`src/rtl/alu_pkg.sv`:
```
// Shared definitions for the 16-bit ALU: op-code constants and the status flag bundle.
package alu_pkg;

  localparam logic [2:0] ALU_ADD = 3'b000;
  localparam logic [2:0] ALU_SUB = 3'b001;
  localparam logic [2:0] ALU_AND = 3'b010;
  localparam logic [2:0] ALU_OR  = 3'b011;
  localparam logic [2:0] ALU_XOR = 3'b100;
  localparam logic [2:0] ALU_SHL = 3'b101;
  localparam logic [2:0] ALU_SHR = 3'b110;
  localparam logic [2:0] ALU_SLT = 3'b111;

  typedef struct packed {
    logic carry;
    logic zero;
    logic negative;
    logic overflow;
  } alu_flags_t;

endpackage

```
`src/rtl/alu16_if.sv`:
```
// Operand/result bundle between the datapath controller (master) and the ALU (slave).
interface alu16_if #(
  parameter int WIDTH = 16
);
  logic             en;
  logic [2:0]       code;
  logic [WIDTH-1:0] operand1;
  logic [WIDTH-1:0] operand2;
  logic [WIDTH-1:0] result;
  logic             valid;
  logic             carry;
  logic             zero;
  logic             negative;
  logic             overflow;

  modport master (
    output en, code, operand1, operand2,
    input  result, valid, carry, zero, negative, overflow
  );

  modport slave (
    input  en, code, operand1, operand2,
    output result, valid, carry, zero, negative, overflow
  );
endinterface

```
`src/rtl/alu16_comb.sv`:
```
// Combinational ALU datapath: next result and flags from op code and operands.
module alu16_comb
  import alu_pkg::*;
#(
  parameter int WIDTH = 16
) (
  input  logic [2:0]       code,
  input  logic [WIDTH-1:0] a,
  input  logic [WIDTH-1:0] b,
  output logic [WIDTH-1:0] result,
  output alu_flags_t       flags
);

  localparam int SHW = $clog2(WIDTH);

  logic [WIDTH:0]   sum;
  logic [WIDTH:0]   diff;
  logic [WIDTH:0]   shl_ext;
  logic [WIDTH:0]   shr_ext;
  logic [SHW-1:0]   shamt;
  logic             sign_a;
  logic             sign_b;
  logic             lt_signed;

  assign sum    = {1'b0, a} + {1'b0, b};
  assign diff   = {1'b0, a} - {1'b0, b};
  assign shamt  = b[SHW-1:0];
  assign sign_a = a[WIDTH-1];
  assign sign_b = b[WIDTH-1];

  // One extra bit on the outgoing side of each shift catches the last bit shifted out.
  assign shl_ext = {1'b0, a} << shamt;
  assign shr_ext = {a, 1'b0} >> shamt;

  // Same signs: the unsigned borrow decides; different signs: A is smaller iff negative.
  assign lt_signed = (sign_a != sign_b) ? sign_a : diff[WIDTH];

  always_comb begin
    result = '0;
    flags  = '0;
    case (code)
      ALU_ADD: begin
        result         = sum[WIDTH-1:0];
        flags.carry    = sum[WIDTH];
        flags.overflow = (sign_a == sign_b) && (sum[WIDTH-1] != sign_a);
      end
      ALU_SUB: begin
        result         = diff[WIDTH-1:0];
        flags.carry    = diff[WIDTH];
        flags.overflow = (sign_a != sign_b) && (diff[WIDTH-1] != sign_a);
      end
      ALU_AND: result = a & b;
      ALU_OR:  result = a | b;
      ALU_XOR: result = a ^ b;
      ALU_SHL: begin
        result      = shl_ext[WIDTH-1:0];
        flags.carry = shl_ext[WIDTH];
      end
      ALU_SHR: begin
        result      = shr_ext[WIDTH:1];
        flags.carry = shr_ext[0];
      end
      ALU_SLT: result = {{(WIDTH-1){1'b0}}, lt_signed};
      default: result = '0;
    endcase
    flags.zero     = (result == '0);
    flags.negative = result[WIDTH-1];
  end

endmodule

```
`src/rtl/alu16.sv`:
```
// Registered ALU: captures the combinational datapath output when enabled, one-cycle latency.
module alu16
  import alu_pkg::*;
#(
  parameter int WIDTH = 16
) (
  input  logic    clk,
  input  logic    rst,
  alu16_if.slave  bus
);

  logic [WIDTH-1:0] result_d;
  logic [WIDTH-1:0] result_q;
  alu_flags_t       flags_d;
  alu_flags_t       flags_q;
  logic             valid_q;

  alu16_comb #(
    .WIDTH (WIDTH)
  ) u_comb (
    .code   (bus.code),
    .a      (bus.operand1),
    .b      (bus.operand2),
    .result (result_d),
    .flags  (flags_d)
  );

  // Result and flags hold while en is low; valid only marks the cycle after a capture.
  always_ff @(posedge clk) begin
    if (rst) begin
      result_q <= '0;
      flags_q  <= '0;
      valid_q  <= 1'b0;
    end else if (bus.en) begin
      result_q <= result_d;
      flags_q  <= flags_d;
      valid_q  <= 1'b1;
    end else begin
      valid_q  <= 1'b0;
    end
  end

  assign bus.result   = result_q;
  assign bus.valid    = valid_q;
  assign bus.carry    = flags_q.carry;
  assign bus.zero     = flags_q.zero;
  assign bus.negative = flags_q.negative;
  assign bus.overflow = flags_q.overflow;

endmodule

```
`src/flat_wrapper.sv`:
```
// flat-port wrapper written by rule: the top's interface ports become plain ports
module alu16_flat import alu_pkg::*;
#(
  parameter int WIDTH = 16
)
  (clk, rst, bus_en, bus_code, bus_operand1, bus_operand2, bus_result, bus_valid, bus_carry, bus_zero, bus_negative, bus_overflow);
  alu16_if #(.WIDTH(WIDTH)) bus_i ();
  input  logic clk;
  input  logic rst;
  input wire logic [$bits(bus_i.en)-1:0] bus_en;
  input wire logic [$bits(bus_i.code)-1:0] bus_code;
  input wire logic [$bits(bus_i.operand1)-1:0] bus_operand1;
  input wire logic [$bits(bus_i.operand2)-1:0] bus_operand2;
  output wire logic [$bits(bus_i.result)-1:0] bus_result;
  output wire logic [$bits(bus_i.valid)-1:0] bus_valid;
  output wire logic [$bits(bus_i.carry)-1:0] bus_carry;
  output wire logic [$bits(bus_i.zero)-1:0] bus_zero;
  output wire logic [$bits(bus_i.negative)-1:0] bus_negative;
  output wire logic [$bits(bus_i.overflow)-1:0] bus_overflow;
  assign bus_i.en = bus_en;
  assign bus_i.code = bus_code;
  assign bus_i.operand1 = bus_operand1;
  assign bus_i.operand2 = bus_operand2;
  assign bus_result = bus_i.result;
  assign bus_valid = bus_i.valid;
  assign bus_carry = bus_i.carry;
  assign bus_zero = bus_i.zero;
  assign bus_negative = bus_i.negative;
  assign bus_overflow = bus_i.overflow;
  alu16 #(.WIDTH(WIDTH)) u_core (.clk(clk), .rst(rst), .bus(bus_i));
endmodule
```
`config.mk`:
```
export PLATFORM = sky130hd
export DESIGN_NAME = alu16_flat
export DESIGN_NICKNAME = d
export VERILOG_FILES = /design/src/rtl/alu_pkg.sv /design/src/rtl/alu16_if.sv /design/src/rtl/alu16_comb.sv /design/src/rtl/alu16.sv /design/src/flat_wrapper.sv
export SDC_FILE = /design/constraint.sdc
export NUM_CORES = 1
export LEC_CHECK = 0
export CAP_MARGIN = 10
export CORE_ASPECT_RATIO = 0.75
export CORE_MARGIN = 5
export CORE_UTILIZATION = 48
export DETAILED_ROUTE_END_ITERATION = 8
export PLACE_DENSITY = 0.71
export SYNTH_ARGS = -nofsm -noshare
export SYNTH_HDL_FRONTEND = slang
export SYNTH_SLANG_ARGS = --single-unit
```
`constraint.sdc`:
```
create_clock -name clk -period 4.2 [get_ports clk]
set_clock_uncertainty 0.15 [all_clocks]
set_input_delay 0.42 -clock clk [delete_from_list [all_inputs] [get_ports clk]]
set_output_delay 0.42 -clock clk [all_outputs]
set_load 0.005 [all_outputs]
```
==> run metrics <==
number of buffers added on ports=58; drt drc=0; Power, Total=1.13 mW; syn_nets=714; clock power share=22.8%; initial antenna violation count=0; Seq pwr share=19.0%; Global Route Usage Sum=29.0%; compound-cell area share of the yosys netlist=31.1%; Mean Syn Cell Area=7.54 µm²; Clock Tree Root=clkbuf_16; Synth Flop Type=dfxtp_1; vias per inst=6.64; pwr dens=200 nW/µm²; first drt pass iteration count=5; # IOs=59; post_cts resized=0; Die Y=95.8 µm; XOR/XNOR share of the synthesized area=1.12%; RSZ-0062 raised after global routing=false; vias in the first global route=4,938; Post-Route Setup TNS=0 ns; Routed WL=17,800 µm; Leakage Power=2.33 nW; final setup fails=0; first-pass GRT wire length=27,800 µm; Initial Utilization=49.0%; internal power=676 µW; Tmin final=3.88 ns; H-tree levels=1; top post-synthesis cells by area=ha_1 (13%), dfxtp_1 (8.5%), mux4_2 (6.7%), mux2i_1 (5.1%), nor2_1 (4.7%); HP Class=reg2reg; TritonCTS clock tree=built; Unique masters post-synth=78; combinational share of power=58.2%; CP max FO=6; Yosys top cell by area=ha_1; Nets=764; sequential area share after synthesis=8.50%; required time of the critical path=4.15 ns; commonest cells after routing, fill and taps aside=nor2_1 (59), clkdlybuf4s50_1 (56), ha_1 (49), inv_1 (44), a21oi_1 (38); Final period util=92.3%; Die ar.=11,900 µm²; wire length per cell=22.1 µm; Setup Fix Bufs, Post-CTS=0; combinational family with the most area after synthesis=compound AO/OA/AOI/OAI gates; cts-stage hold buffer count=0; P&R area growth vs syn=19.5%; kind of critical path=in2reg; 1st-iter DRT viols=594; HPWL Detailed=14,300 µm; Cell Area, Synth=4710 µm²; sw frac=40.0%; clk slew on worst S/H paths=0.05 ns; CORE AREA=9620 µm²; Vias=5,351; critical path endpoint category=flop; TritonCTS buffer count=3; CP Data Arrival Time=3.83 ns; Slew @ Worst Pin=0.904 ns; synth warn=0; relative slew slack=39.5%; switching pwr=450 µW; max_cap viols=0; Async SR Flop Fraction=0%; pin count of the biggest net entering global routing=45; # clock sinks=20; Slew Viols, Final=0; Inserted Diodes=0; Setup crit start kind=input port; post-synthesis register bit count=20; fmax=258 MHz; outcome=finished, final reports clean; post-synthesis adder-cell area fraction=13.9%; CTS Buffer Depth=2; GP Congestion=0.938; width of the die=124 µm; mux cell area share after synthesis=16.1%; Fin. Hold Viols=0; commonest non-fill, non-tap cell in the layout=nor2_1; share of cells above drive strength 1=11.9%; Post-synth EDFFs=0; worst IR drop on VDD=113 µV; synthesized instance count=625; area share of the largest cell type after synthesis=13.0%; grt ovf=0; Clock Latency Late Sink=0.25 ns; Detail Route Antenna Nets=0; Rows=31; simple-gate share of the synthesized area=20.6%
==> final cells by class <==
class                   instances  area [µm²]
clock inverters                 1        30.0
flip-flops and latches         20         400
fillers                       955        3990
well taps                     132         165
repair buffers                 97         888
inverters                      46         173
clock buffers                   3        75.1
multi-input cells             507        3900
==> power groups by stage <==
stage / Clock, mW / Combinational, mW / Sequential [mW]
2_1_floorplan: 0 / 0.396 / 0.219
3_3_place_gp: 0 / 0.631 / 0.217
3_5_place_dp: 0 / 0.637 / 0.218
4_1_cts: 0.259 / 0.640 / 0.214
5_1_grt: 0.268 / 0.704 / 0.215
6_report: 0.257 / 0.655 / 0.213
==> path summary, 6_finish.rpt <==
kind,start,endpoint,slack (ns),depth (start not counted)
max,bus_operand1[0],u_core.bus.result[14],0.32,14
min,u_core.bus.result[8],u_core.bus.result[8],0.33,2
max reg2reg,u_core.bus.overflow,u_core.bus.overflow,3.28,2
min reg2reg,u_core.bus.result[8],u_core.bus.result[8],0.33,2
==> cell families after synthesis <==
family / Yosys count
AO/OA/AOI/OAI: 208
AND/OR/NAND/NOR: 190
buffers and inverters: 98
multiplexers: 52
adder cells (fa/ha/maj): 51
flip-flops: 20
XOR/XNOR: 6
==> state kept, by name, indices dropped and copies added, names as in the netlist <==
name	count
u_core.bus.overflow	1
u_core.bus.zero	1
u_core.bus.result	15
u_core.bus.negative	1
u_core.bus.carry	1
u_core.bus.valid	1
==> synthesized netlist by cell type, types with 4 or more instances <==
| master | count |
|---|---|
| nand3_1 | 17 |
| o211ai_1 | 7 |
| o21ai_1 | 4 |
| ha_1 | 49 |
| nor3b_1 | 5 |
| buf_1 | 6 |
| o21a_1 | 4 |
| a211o_1 | 4 |
| nand2_1 | 31 |
| mux4_2 | 14 |
| or3_1 | 5 |
| nand4_1 | 4 |
| a311oi_1 | 4 |
| a21o_1 | 4 |
| a211oi_1 | 29 |
| clkbuf_1 | 28 |
| mux2_2 | 11 |
| buf_2 | 13 |
| a31oi_1 | 5 |
| o31ai_1 | 5 |
| nor3_1 | 18 |
| dfxtp_1 | 20 |
| xnor2_1 | 4 |
| mux2i_1 | 24 |
| o21ai_0 | 28 |
| o32ai_1 | 4 |
| nor2b_1 | 12 |
| a21oi_1 | 38 |
| and2_1 | 4 |
| and3_1 | 5 |
| nand2b_1 | 10 |
| nor2_1 | 59 |
| a22oi_1 | 17 |
| inv_1 | 44 |
| o22ai_1 | 9 |
| o311ai_0 | 5 |
==> worst max-delay path: stages <==
cell             delay (ns)
clkdlybuf4s50_1        0.58
ha_1                   0.25
inv_1                  0.07
fa_1                   0.45
nand2b_1               0.21
a211oi_1               0.30
buf_4                  0.19
o311a_1                0.21
nor3_1                 0.07
o311ai_0               0.36
nand3b_1               0.14
mux2_2                 0.28
a22oi_1                0.19
a211oi_1               0.11
==> through the flow <==
stage	util [%]	instance area [µm²]	setup WS [ns]	cells	hold slack (ns)
2_1_floorplan	-	4710	0.434	625	0.319
3_3_place_gp	57.5	5530	0.233	802	0.317
3_5_place_dp	57.5	5530	0.112	802	0.319
4_1_cts	58.6	5630	0.371	806	0.328
5_1_grt	58.6	5630	0.0370	806	0.348
6_report	58.6	5630	0.324	806	0.327
==> per-layer routing <==
| metal | up-vias | part of all wire, % | GRT usage [%] |
|---|---|---|---|
| met5 | - | 0 | 0 |
| met4 | 0 | 2.1 | 4.84 |
| met3 | 39 | 11 | 4.99 |
| met2 | 329 | 42 | 46.2 |
| met1 | 2525 | 44 | 42.0 |
| li1 | 2458 | - | - |
(Power assumes the default switching activity.)
